### src/rtl/host_cmd_sequencer.sv
// host_cmd_sequencer
//  Parses host command frames received byte-wise from the UART receiver,
//  issues the decoded command to the SD command engine and returns an
//  ACK/NAK response frame through the UART transmitter.
//
//  Frame in : 0xA5, CMD, [A3 A2 A1 A0 for READ/WRITE], CHK (XOR of CMD+addr)
//  Frame out: ACK = 0xA5, CMD|0x80, status ; NAK = 0xA5, 0xEE
//
//  Ports
//   clk, reset        clock (rising edge), asynchronous active-high reset
//   rx_data/rx_valid  received byte, one-cycle strobe per byte
//   tx_data/tx_start  byte to transmit and its one-cycle launch strobe
//   tx_busy           transmitter busy, rises after tx_start, falls when done
//   sd_req            level request to SD core, held until sd_done/timeout
//   host_cmd/sd_addr  decoded command (1..4) and block address to SD core
//   sd_done/sd_status SD completion strobe and result code
//   busy              high whenever the sequencer is not idle
//   dbg_state         current FSM state, for observation only
module host_cmd_sequencer #(
  parameter int unsigned BYTE_TIMEOUT = 1_000_000,
  parameter int unsigned SD_TIMEOUT   = 4_000_000
) (
  input  logic        clk,
  input  logic        reset,
  input  logic [7:0]  rx_data,
  input  logic        rx_valid,
  output logic [7:0]  tx_data,
  output logic        tx_start,
  input  logic        tx_busy,
  output logic        sd_req,
  output logic [3:0]  host_cmd,
  output logic [31:0] sd_addr,
  input  logic        sd_done,
  input  logic [7:0]  sd_status,
  output logic        busy,
  output logic [3:0]  dbg_state
);

  typedef enum logic [3:0] {
    S_IDLE, S_GET_CMD, S_GET_ADDR, S_GET_CHK, S_EXEC,
    S_TX_HDR, S_TX_CODE, S_TX_STAT
  } state_t;

  state_t      state_q, state_d;
  logic [7:0]  cmd_q, cmd_d, chk_q, chk_d, code_q, code_d, status_q, status_d;
  logic [31:0] addr_q, addr_d, byte_tmr_q, byte_tmr_d, sd_tmr_q, sd_tmr_d;
  logic [1:0]  cnt_q, cnt_d, tx_phase_q, tx_phase_d;
  logic        nak_q, nak_d, ack_q, ack_d;
  logic [7:0]  tx_data_q, tx_data_d;
  logic        tx_start_q, tx_start_d, sd_req_q, sd_req_d;
  logic [3:0]  host_cmd_q, host_cmd_d;
  logic [31:0] sd_addr_q, sd_addr_d;
  logic [7:0]  tx_byte;
  logic        tx_done, in_get;

  always_ff @(posedge clk or posedge reset) begin
    if (reset) begin
      state_q    <= S_IDLE;
      cmd_q      <= '0;
      chk_q      <= '0;
      code_q     <= '0;
      status_q   <= '0;
      addr_q     <= '0;
      byte_tmr_q <= '0;
      sd_tmr_q   <= '0;
      cnt_q      <= '0;
      tx_phase_q <= '0;
      nak_q      <= 1'b0;
      ack_q      <= 1'b0;
      tx_data_q  <= '0;
      tx_start_q <= 1'b0;
      sd_req_q   <= 1'b0;
      host_cmd_q <= '0;
      sd_addr_q  <= '0;
    end else begin
      state_q    <= state_d;
      cmd_q      <= cmd_d;
      chk_q      <= chk_d;
      code_q     <= code_d;
      status_q   <= status_d;
      addr_q     <= addr_d;
      byte_tmr_q <= byte_tmr_d;
      sd_tmr_q   <= sd_tmr_d;
      cnt_q      <= cnt_d;
      tx_phase_q <= tx_phase_d;
      nak_q      <= nak_d;
      ack_q      <= ack_d;
      tx_data_q  <= tx_data_d;
      tx_start_q <= tx_start_d;
      sd_req_q   <= sd_req_d;
      host_cmd_q <= host_cmd_d;
      sd_addr_q  <= sd_addr_d;
    end
  end

  assign in_get = (state_q == S_GET_CMD) || (state_q == S_GET_ADDR) ||
                  (state_q == S_GET_CHK);

  always_comb begin
    tx_byte = status_q;
    if (state_q == S_TX_HDR)       tx_byte = 8'hA5;
    else if (state_q == S_TX_CODE) tx_byte = code_q;
  end

  // Transmit handshake: a byte is launched with a one-cycle tx_start only
  // while tx_busy is low and not in the cycle right after a launch. The byte
  // counts as sent once tx_busy has been seen high and then low again.
  // tx_phase: 0 = ready to launch, 1 = wait busy high, 2 = wait busy low.
  always_comb begin
    tx_phase_d = tx_phase_q;
    tx_start_d = 1'b0;
    tx_data_d  = tx_data_q;
    tx_done    = 1'b0;
    if ((state_q == S_TX_HDR) || (state_q == S_TX_CODE) ||
        (state_q == S_TX_STAT)) begin
      case (tx_phase_q)
        2'd0: if (!tx_busy && !tx_start_q) begin
          tx_start_d = 1'b1;
          tx_data_d  = tx_byte;
          tx_phase_d = 2'd1;
        end
        2'd1: if (tx_busy) tx_phase_d = 2'd2;
        default: if (!tx_busy) begin
          tx_phase_d = 2'd0;
          tx_done    = 1'b1;
        end
      endcase
    end
  end

  always_comb begin
    state_d    = state_q;
    cmd_d      = cmd_q;
    chk_d      = chk_q;
    code_d     = code_q;
    status_d   = status_q;
    addr_d     = addr_q;
    cnt_d      = cnt_q;
    nak_d      = nak_q;
    ack_d      = ack_q;
    sd_req_d   = sd_req_q;
    host_cmd_d = host_cmd_q;
    sd_addr_d  = sd_addr_q;
    sd_tmr_d   = '0;

    // Inter-byte gap timer; only meaningful while a frame is being received.
    if (rx_valid || !in_get)           byte_tmr_d = '0;
    else if (byte_tmr_q != 32'hFFFF_FFFF) byte_tmr_d = byte_tmr_q + 32'd1;
    else                               byte_tmr_d = byte_tmr_q;

    case (state_q)
      S_IDLE: if (rx_valid && rx_data == 8'hA5) state_d = S_GET_CMD;

      S_GET_CMD: begin
        if (rx_valid) begin
          cmd_d  = rx_data;
          chk_d  = rx_data;
          addr_d = '0;
          nak_d  = 1'b0;
          case (rx_data)
            8'h20, 8'h40: begin
              cnt_d   = 2'd3;
              state_d = S_GET_ADDR;
            end
            8'h10, 8'h50: state_d = S_GET_CHK;
            default: begin
              nak_d   = 1'b1;
              state_d = S_GET_CHK;
            end
          endcase
        end else if (byte_tmr_q >= BYTE_TIMEOUT - 1) begin
          state_d = S_IDLE;
        end
      end

      S_GET_ADDR: begin
        if (rx_valid) begin
          addr_d = {addr_q[23:0], rx_data};
          chk_d  = chk_q ^ rx_data;
          if (cnt_q == 2'd0) state_d = S_GET_CHK;
          else               cnt_d = cnt_q - 2'd1;
        end else if (byte_tmr_q >= BYTE_TIMEOUT - 1) begin
          state_d = S_IDLE;
        end
      end

      S_GET_CHK: begin
        if (rx_valid) begin
          if (rx_data != chk_q || nak_q) begin
            code_d  = 8'hEE;
            ack_d   = 1'b0;
            state_d = S_TX_HDR;
          end else begin
            case (cmd_q)
              8'h10:   host_cmd_d = 4'd1;
              8'h50:   host_cmd_d = 4'd2;
              8'h20:   host_cmd_d = 4'd3;
              default: host_cmd_d = 4'd4;
            endcase
            sd_addr_d = addr_q;   // addr stays 0 for INIT/STATUS
            sd_req_d  = 1'b1;
            state_d   = S_EXEC;
          end
        end else if (byte_tmr_q >= BYTE_TIMEOUT - 1) begin
          state_d = S_IDLE;
        end
      end

      S_EXEC: begin
        sd_tmr_d = (sd_tmr_q != 32'hFFFF_FFFF) ? sd_tmr_q + 32'd1 : sd_tmr_q;
        // sd_done is checked first so it wins over a coincident timeout.
        if (sd_done) begin
          status_d = sd_status;
          code_d   = cmd_q | 8'h80;
          ack_d    = 1'b1;
        end else if (sd_tmr_q >= SD_TIMEOUT - 1) begin
          status_d = 8'hFF;
          code_d   = 8'hEE;
          ack_d    = 1'b0;
        end
        if (sd_done || sd_tmr_q >= SD_TIMEOUT - 1) begin
          sd_req_d   = 1'b0;
          host_cmd_d = '0;
          sd_addr_d  = '0;
          state_d    = S_TX_HDR;
        end
      end

      S_TX_HDR:  if (tx_done) state_d = S_TX_CODE;
      S_TX_CODE: if (tx_done) state_d = ack_q ? S_TX_STAT : S_IDLE;
      S_TX_STAT: if (tx_done) state_d = S_IDLE;
      default:   state_d = S_IDLE;
    endcase
  end

  assign tx_data   = tx_data_q;
  assign tx_start  = tx_start_q;
  assign sd_req    = sd_req_q;
  assign host_cmd  = host_cmd_q;
  assign sd_addr   = sd_addr_q;
  assign busy      = (state_q != S_IDLE);
  assign dbg_state = 4'(state_q);

endmodule

### config.mk
export PLATFORM = sky130hd
export DESIGN_NAME = host_cmd_sequencer
export DESIGN_NICKNAME = d
export VERILOG_FILES = /design/src/rtl/host_cmd_sequencer.sv
export SDC_FILE = /design/constraint.sdc
export NUM_CORES = 1
export LEC_CHECK = 0
export ABC_AREA = 1
export BUFFER_PORTS_ARGS = -buffer_cell sky130_fd_sc_hd__clkbuf_2
export CAP_MARGIN = 10
export CELL_PAD_IN_SITES_DETAIL_PLACEMENT = 1
export CELL_PAD_IN_SITES_GLOBAL_PLACEMENT = 1
export CORE_MARGIN = 2
export CORE_UTILIZATION = 35
export CTS_BUF_LIST = sky130_fd_sc_hd__clkbuf_2
export DETAILED_ROUTE_END_ITERATION = 10
export PLACE_DENSITY_LB_ADDON = 0.08
export SYNTH_ARGS = -nofsm -noshare
export SYNTH_HDL_FRONTEND = slang
export SYNTH_SLANG_ARGS = --single-unit
### constraint.sdc
create_clock -name clk -period 5.06 [get_ports clk]
set_clock_uncertainty 0.05 [all_clocks]
set_input_delay 0.253 -clock clk [delete_from_list [all_inputs] [get_ports clk]]
set_output_delay 0.253 -clock clk [all_outputs]
set_load 0.02 [all_outputs]
==> results of run 1 <==
registers in the layout, summed over array words and instances, names as in the netlist:
register,cells
sd_addr,32
dbg_state,4
cmd_q,8
code_q,8
tx_data,8
cnt_q,2
status_q,8
byte_tmr_q,32
ack_q,1
addr_q,32
tx_start,1
host_cmd,3
nak_q,1
chk_q,8
sd_tmr_q,32
tx_phase_q,2
sd_req,1
report_power, final:
group	internal, mW	leakage (nW)	switching (mW)	total (mW)
Combinational	0.377	2.51	0.790	1.17
Clock	0.206	0.169	0.700	0.905
Sequential	1.79	2.45	0.182	1.97
Total	2.37	5.13	1.67	4.04
metrics by stage:
step	power, mW	util (%)	setup slack, ns	cells	hold slack (ns)
4_1_cts	4.11	39.9	2.13	1677	0.0687
3_3_place_gp	3.13	38.0	2.23	1624	0.318
6_report	4.04	39.9	2.13	1678	0.141
2_1_floorplan	2.78	-	2.41	1244	0.324
3_5_place_dp	3.17	38.0	2.16	1624	0.335
5_1_grt	4.34	39.9	1.87	1678	0.0971
cell usage in the layout (no fill, tap or decap), types with 26 or more instances in the layout:
cell      Yosys  final
a21oi_1      26     26
dfrtp_1     183    183
nand4_1      55     55
nand3_1      66     66
o22ai_1      35     35
clkbuf_2      0     87
nand2_1     337    337
nor2_1      161    161
o21ai_0      57     57
nor3_1       38     38
inv_1       137    136
layer usage:
metal  vias up  share of wire (%)
met4         0               0.95
li1       4231                  -
met5         -                  0
met2        97                 47
met1      4269                 50
met3        15                2.2
cells by family after synthesis:
logic type	Yosys count	share of synthesized area, %
AO/OA/AOI/OAI	161	10.1
XOR/XNOR	15	1.39
adder cells (fa/ha/maj)	3	0.397
buffers and inverters	185	7.57
flip-flops	183	48.4
other	1	0.0396
AND/OR/NAND/NOR	695	32.1
worst max-delay path: stages, from the launching register on:
cell	delay (ns)
dfrtp_1	0.49
inv_1	0.20
nand2_2	0.18
inv_2	0.08
nand2_1	0.08
nor2_2	0.39
nor2_1	0.30
inv_1	0.62
buf_4	0.34
o22ai_1	0.09
area by class of cell:
class / instances / area (um2)
fillers: 3348 / 16100
flip-flops and latches: 183 / 4580
multi-input cells: 876 / 4170
repair buffers: 100 / 641
inverters: 145 / 548
well taps: 341 / 427
clock inverters: 15 / 218
clock buffers: 17 / 85.1
diodes: 1 / 2.50
worst min path at each step:
stage | from | to | depth (start not counted)
2_1_floorplan | rx_data[6] | addr_q[6] | 2
3_3_place_gp | reset | status_q[6] | 2
3_5_place_dp | reset | status_q[6] | 2
4_1_cts | sd_status[4] | status_q[4] | 4
5_1_grt | sd_status[1] | status_q[1] | 4
6_report | sd_status[4] | status_q[4] | 4
==> summary.txt, run 1 <==
Status
  • Outcome: finished clean

Floorplan
  • Die width: between 150 and 200 um
  • Initial Utilization: 35.4%
  • Io pins: slightly above 70
  • CORE AREA: 26,700 um2
  • Num rows: 60
  • Die H: 168 um
  • Die area: 28,400 um2

Power and ir drop
  • Power Density: approximately 380 nW/um2
  • Max VDD drop: roughly 0.18 mV
  • LEAKAGE: 5.13 nW

Route
  • Initial DRC count: ~430
  • Drt total wl: around 29,000 um
  • Remaining DRCs: 0
  • Vias per cell: approximately 5.1
  • Antenna viol nets, final: 0
  • Routed wire per std cell: 17.1 um
  • First-pass DRT Iterations: 5
  • Vias post-DR: 8,612

Global route
  • Met2 Use GR: 34.1%
  • Grt met1 use: 29.7%
  • Congestion Overflow GR: 0
  • Number of antenna violations at the first check in global routing: 1
  • Total track usage: about a fifth
  • Met3 usage: around 3%
  • Number of global-route vias before repair: 8,824
  • Largest net degree at the start of global routing: between 150 and 200
  • GRT Max-Usage Layer: met2
  • First-pass GRT wire length: about 47,000 um

STA
  • Final Max Slew Viols: 0
  • Final setup fails: 0
  • Clock period minus worst slack: 2.93 ns
  • Setup TNS: 0 ns
  • Fmax: 341 MHz
  • RSZ-0062 raised after global routing: false
  • Rel. slew slack: 27.7%
  • Fin crit share: 58.0%
  • Worst slew pin tran: between 1 and 1.5 ns
  • Final hold violations: 0

Logic synthesis
  • Top cells by area, synth: dfrtp_1 48%, nand2_1 13%, nor2_1 6.4%, inv_1 5.4%, nand4_1 3.6%
  • Flops & latches, synth: approximately 180
  • Post-synth top cells: 337 x nand2_1, 183 x dfrtp_1, 161 x nor2_1, 137 x inv_1, 66 x nand3_1
  • Synth Flop Type: dfrtp_1
  • Post-Synthesis Cells: 1,243
  • Synth async-reset ratio: 100%
  • Area fraction of the dominant cell type after synthesis: 48.4%
  • Leading area contributor after synthesis: dfrtp_1
  • Syn. warnings: 0
  • EDFF count, synth: 0
  • Post-Syn Area: ~9500 um2
  • Count leader, synth: nand2_1
  • Library cells used by synthesis: 44
  • Sequential element share of the synthesized area: 48.4%
  • Mapped Avg Cell Area: 7.61 um2

Clock tree
  • CTS tree: done
  • Worst-path clk slew: ~0.34 ns
  • Clock Path Buffers: 2
  • Number of buffers created by CTS: 17
  • Setup Buffers After CTS: 0
  • CTS resizes: 0
  • Clock Latency Late Sink: roughly 0.82 ns
  • Clock Sinks: between 150 and 200
  • CTS Root Cell: clkbuf_2
  • Post-CTS Hold Buffers: 21
  • H-tree Lvls: 4

Worst hold path
  • Min-Delay Path Class: in -> reg

Setup path
  • Launch point of the worst reg-to-reg path: dbg_state[1]
  • Worst setup EP type: register
  • CP Launch Type: register
  • FF-to-FF setup slack: 2.13 ns
  • WP data required: 5.69 ns
  • Worst Path Arrival: 3.56 ns
  • Reg2reg end: addr_q[4]
  • CP endpoint: addr_q[4]
  • Crit path kind: reg -> reg
  • Worst setup startpoint: dbg_state[1]
  • Reg2Reg Depth: 9
  • CP Max Fanout: 22

Layout
  • Fin area: 10,700 um2
  • Nets: 1,347
  • Share of layout cells above drive strength 1: 10.8%
  • Layout Area Growth over Synthesis: 12.8%

Placement
  • Dpl hpwl: 20,400 um
  • Final GP Congestion: 0.862
  • IO Port Bufs: 70
  • Placed inst area: between 10,000 and 15,000 um2

Flow run
  • MaxCap Viol Count: 0
(Power assumes the default switching activity.)
==> run 2, diff against run 1 <==
==> constraint.sdc (replaced) <==
create_clock -name clk -period 2.59 [get_ports clk]
set_clock_uncertainty 0.05 [all_clocks]
set_input_delay 0.1295 -clock clk [delete_from_list [all_inputs] [get_ports clk]]
set_output_delay 0.1295 -clock clk [all_outputs]
set_load 0.02 [all_outputs]
==> run 2 against run 1 <==
Sequential power is 96% higher; sequential share of layout area fell by 1.0 points; non-clock buffer count grew 23; die area stayed put; sequential cell count is the same; count of clock-buffer cells in the layout unchanged; power rose by 99%; critical path depth decreased by 1; critical path type unchanged; critical endpoint is now sd_addr[12]; highest routed layer unchanged.
==> summary.txt, run 2 (same netlist as run 1, synthesis figures left out) <==
Placement
  • Final GP Congestion: 0.810
  • Dpl hpwl: between 20,000 and 25,000 um
  • IO Port Bufs: 70

Worst hold path
  • Min-delay src: rx_data[1]
  • Hold depth: 4
  • Hold endpoint: addr_q[1]
  • Min-Delay Path Class: in -> reg

Global route
  • First-pass GRT wire length: 48,400 um
  • Largest net degree at the start of global routing: 62
  • Number of antenna violations at the first check in global routing: 1
  • Congestion Overflow GR: 0
  • Number of global-route vias before repair: between 9,000 and 10,000
  • Total track usage: a little over a fifth

Clock tree
  • Clock Path Buffers: 2
  • Number of buffers created by CTS: 17
  • Clock Latency Late Sink: 0.86 ns
  • Worst-path clk slew: 0.42 ns
  • CTS tree: done
  • CTS Root Cell: clkbuf_2
  • Clock Sinks: between 150 and 200
  • Setup Buffers After CTS: 0
  • H-tree Lvls: 4

Route
  • Drt total wl: 29,500 um
  • Vias post-DR: 8,727
  • Antenna viol nets, final: 0
  • Remaining DRCs: 0
  • First-pass DRT Iterations: 5
  • Routed wire per std cell: 17.3 um
  • Vias per cell: 5.13
  • Initial DRC count: 512

Setup path
  • WP data required: between 3 and 4 ns
  • Worst Path Arrival: 3.17 ns
  • Reg2reg end: sd_addr[12]
  • FF-to-FF setup slack: 0.24 ns
  • Worst Path Buf+Inv: 3
  • Family with the most delay on the worst path: simple AND/OR/NAND/NOR gates
  • CP max stage cell: dfrtp_1
  • CP Launch Type: register
  • Worst-path cell chain: nor2_1, inv_1, nor3_4, inv_2, o21ai_4, buf_4, nand4_1, nand2_1
  • CP Max Fanout: 35
  • Reg2Reg Depth: 8
  • Slowest cell delay on critical path: 0.51 ns
  • Launch point of the worst reg-to-reg path: dbg_state[2]
  • Crit path kind: reg -> reg
  • Worst setup EP type: register

STA
  • Rel. slew slack: 48.1%
  • Final hold violations: 0
  • Clock period minus worst slack: approximately 2.4 ns
  • Fin crit share: 90.9%
  • Setup TNS: 0 ns
  • Fmax: 425 MHz
  • Final setup fails: 0
  • RSZ-0062 raised after global routing: false
  • Hold Slack: approximately 0.12 ns
  • Worst slew pin tran: 0.771 ns
  • Final Max Slew Viols: 0

Flow run
  • MaxCap Viol Count: 0

Floorplan
  • Die area: roughly 28,000 um2
  • Num rows: 60
  • Initial Utilization: 35.4%
  • CORE AREA: 26,700 um2
  • Die width: 168 um
  • Die H: 168 um
  • Io pins: 72

Layout
  • Storage cell area: roughly 4600 um2
  • # fillers: 3,329
  • Most frequent cells in the layout: 337 x nand2_1, 183 x dfrtp_1, 160 x nor2_1, 136 x inv_1, 87 x clkbuf_2
  • Final Util: between 40% and 50%
  • Layout Area Growth over Synthesis: 15.6%
  • Area of the multi-input gates: 4190 um2
  • Nets: ~1,400
  • Commonest non-fill, non-tap cell in the layout: nand2_1
  • Share of layout cells above drive strength 1: roughly an eighth

Power and ir drop
  • PnR Total Power: 8.04 mW
  • LEAKAGE: 5.26 nW
  • Power Density: 736 nW/um2
  • Max VDD drop: 0.398 mV

Status
  • Outcome: finished clean
run 2: cell types whose count changed in the layout (fill, tap and decap cells not counted), moves of 2 or more:
cell and change:
buf_4 +12, inv_8 +3, dlygate4sd3_1 +8, inv_12 +2
inv_6 -3, buf_12 +3, clkinv_8 -3
run 2: cell type report:
cell class | count | share of cell area, %
Clock buffer | 17 | 0.778
Inverter | 145 | 5.01
Antenna cell | 1 | 0.0229
Clock inverter | 15 | 2.09
Timing Repair Buffer | 123 | 7.97
Sequential cell | 183 | 41.9
Tap cell | 341 | 3.90
Multi-Input combinational cell | 877 | 38.3
run 2: worst register-to-register path, cell delays in order (launching register included):
cell,delay (ns)
dfrtp_1,0.51
nor2_1,0.27
inv_1,0.18
nor3_4,0.21
inv_2,0.10
o21ai_4,0.29
buf_4,0.44
nand4_1,0.25
nand2_1,0.12
run 2: stage by stage:
stage          cell area [um2]  setup slack (ns)  instances
2_1_floorplan             9470            0.0600       1244
3_3_place_gp             10300             0.284       1639
3_5_place_dp             10300             0.260       1639
4_1_cts                  10900             0.196       1700
5_1_grt                  10900            0.0524       1702
6_report                 10900             0.236       1702
run 2: where the power goes:
group | switching [mW] | internal, mW | leakage [nW] | total (mW)
Clock | 1.39 | 0.434 | 0.178 | 1.82
Combinational | 1.56 | 0.794 | 2.63 | 2.36
Sequential | 0.363 | 3.50 | 2.45 | 3.86
Total | 3.32 | 4.72 | 5.26 | 8.04
run 2: worst max-delay path by stage:
stage,from,endpoint,slack [ns],cells after the start
floorplan,reset,ack_q,0.06,1
global placement,sd_tmr_q[28],sd_addr[12],0.28,9
detailed placement,sd_tmr_q[28],sd_addr[12],0.26,9
CTS,sd_tmr_q[28],sd_req,0.20,9
global route,byte_tmr_q[1],byte_tmr_q[7],0.05,9
finish,dbg_state[2],sd_addr[12],0.24,8
run 2: repair_timing:
item	in CTS	in global routing
hold buffers	29	0
setup endpoints to repair	0	4
hold endpoints to repair	268	0
gates resized for setup	0	2
run 2: metal layers:
metal	share of wire [%]	vias up	GRT usage (%)
li1	-	4289	-
met1	50	4305	31.1
met2	46	109	34.0
met3	2.3	24	2.91
met4	1.1	0	4.12
met5	0	-	0
==> run 3, diff against run 2 <==
--- a/config.mk
+++ b/config.mk
@@ -10,7 +10,8 @@
 export CAP_MARGIN = 10
 export CELL_PAD_IN_SITES_DETAIL_PLACEMENT = 1
 export CELL_PAD_IN_SITES_GLOBAL_PLACEMENT = 1
-export CORE_MARGIN = 2
+export CORE_ASPECT_RATIO = 0.5
+export CORE_MARGIN = 5
 export CORE_UTILIZATION = 35
 export CTS_BUF_LIST = sky130_fd_sc_hd__clkbuf_2
 export DETAILED_ROUTE_END_ITERATION = 10
==> run 3 against run 2 <==
Largest power group unchanged; power down 2.2%; register-to-register slack worse by 0.06 ns; count of clock-buffer cells in the layout up 2; critical endpoint is now dbg_state[0]; die area up 8.0%.
==> summary.txt, run 3 (same netlist as run 1, synthesis figures left out) <==
Status
  • Outcome: finished clean

Route
  • Initial DRC count: 495
  • Vias post-DR: 8,736
  • Remaining DRCs: 0
  • Drt total wl: 30,100 um
  • Routed wire per std cell: between 15 and 20 um
  • Antenna viol nets, final: 0
  • Vias per cell: 5.09
  • First-pass DRT Iterations: 5

Floorplan
  • CORE AREA: 26,500 um2
  • Die area: just over 30,000 um2
  • Initial Utilization: 35.6%
  • Num rows: 42
  • Io pins: 72
  • Die width: ~240 um
  • Die H: 126 um

Setup path
  • Launch point of the worst reg-to-reg path: sd_tmr_q[29]
  • Worst Path Buf+Inv: 3
  • Worst Path Arrival: 3.12 ns
  • Worst setup startpoint: sd_tmr_q[29]
  • Family with the most delay on the worst path: simple AND/OR/NAND/NOR gates
  • Worst-path cell chain: inv_1, nand2_1, nor3_1, nand2_1, nor2_1, nand4_2, buf_4, nand2_1, inv_1, nand2_1, nand2_1
  • CP Max Fanout: 11
  • Worst setup EP type: register
  • WP data required: 3.29 ns
  • Crit path kind: reg -> reg
  • Slowest cell delay on critical path: 0.48 ns
  • CP max stage cell: dfrtp_1
  • CP Launch Type: register
  • CP most frequent cell: nand2_1

Placement
  • IO Port Bufs: 70
  • Dpl hpwl: 21,700 um
  • Pre-CTS setup slack: 0.233 ns
  • Final GP Congestion: 0.806

Clock tree
  • Clock Latency Late Sink: between 0.8 and 0.9 ns
  • CTS tree: done
  • CTS Root Cell: clkbuf_2
  • Number of buffers created by CTS: 17
  • Clock Sinks: 183
  • Worst-path clk slew: 0.29 ns
  • Clock Path Buffers: 2
  • H-tree Lvls: 4

Global route
  • Largest net degree at the start of global routing: 82
  • Grt met1 use: between 20% and 30%
  • Congestion Overflow GR: 0
  • Total track usage: between 10% and 20%
  • GRT Max-Usage Layer: met2
  • Number of antenna violations at the first check in global routing: 1
  • Met3 usage: 3.96%
  • Met2 Use GR: 33.7%
  • Number of global-route vias before repair: roughly 9,200
  • First-pass GRT wire length: 49,600 um

STA
  • Rel. slew slack: 61.1%
  • Worst slew pin tran: 0.579 ns
  • Fin crit share: between 90 and 100%
  • RSZ-0062 raised after global routing: true
  • Fmax: 414 MHz
  • Final Max Slew Viols: 0
  • Setup WS post-layout: around 0.17 ns
  • Hold Slack: just over 0.1 ns
  • Clock period minus worst slack: 2.42 ns
  • Final hold violations: 0
  • Final setup fails: 0

Flow run
  • MaxCap Viol Count: 0

Layout
  • # fillers: about 3,300
  • Most frequent cells in the layout: 337 x nand2_1, 183 x dfrtp_1, 160 x nor2_1, 136 x inv_1, 89 x clkbuf_2
  • Layout Area Growth over Synthesis: 15.4%
  • Commonest non-fill, non-tap cell in the layout: nand2_1
  • Nets: 1,375
  • Final Util: between 40% and 50%
  • Share of layout cells above drive strength 1: 11.8%

Worst hold path
  • Min-Delay Path Class: in -> reg
  • Min-delay src: rx_data[0]

Power and ir drop
  • Max VDD drop: around 0.29 mV
  • PnR Total Power: about 8 mW
  • LEAKAGE: 5.24 nW
  • Power Density: 720 nW/um2
## run 3: timing repair
action / in CTS / in global routing
endpoints found under the setup margin: 0 / 8
endpoints found under the hold margin: 282 / 1
hold buffers: 33 / 1
setup buffers: 0 / 0
gates resized for setup: 0 / 2
## run 3: metrics by stage
stage               TNS [ns]  cell area [um2]  std cells
global route        -0.00349            10900       1717
detailed placement         0            10300       1649
CTS                        0            10900       1714
floorplan                  0             9470       1244
finish                     0            10900       1717
global placement           0            10300       1649
## run 3: power breakdown
part	total [mW]	switching (mW)	leakage, nW	internal [mW]
logic	2.37	1.59	2.65	0.781
registers	3.90	0.407	2.45	3.49
clock network	1.59	1.12	0.139	0.464
total	7.86	3.12	5.24	4.74
## run 3: final timing paths
check	end	slack, ns	cells past startpoint
setup / recovery	dbg_state[0]	0.17	11
hold / removal	chk_q[0]	0.10	4
setup reg to reg	dbg_state[0]	0.17	11
hold reg to reg	code_q[7]	0.44	2
max in group asynchronous	sd_addr[27]	1.62	5
min in group asynchronous	sd_tmr_q[16]	0.47	5
## run 3: metal layers
layer	vias up	share of wire, %
met4	0	0.68
met3	12	2.1
met1	4378	50
li1	4291	-
met2	55	48
met5	-	0
## run 3: layout make-up
| cell class | instances | area, um2 | area share (%) |
|---|---|---|---|
| Antenna cell | 1 | 2.50 | 0.0229 |
| Multi-Input combinational cell | 877 | 4190 | 38.3 |
| Clock buffer | 19 | 95.1 | 0.871 |
| Sequential cell | 183 | 4580 | 42.0 |
| Inverter | 145 | 548 | 5.02 |
| Tap cell | 352 | 440 | 4.04 |
| Timing Repair Buffer | 127 | 913 | 8.37 |
| Clock inverter | 13 | 150 | 1.38 |
## run 3: worst register-to-register path, cell delays in order, from the launching register on
cell     delay [ns]
dfrtp_1        0.48
inv_1          0.11
nand2_1        0.06
nor3_1         0.20
nand2_1        0.13
nor2_1         0.22
nand4_2        0.43
buf_4          0.33
nand2_1        0.16
inv_1          0.08
nand2_1        0.07
nand2_1        0.04
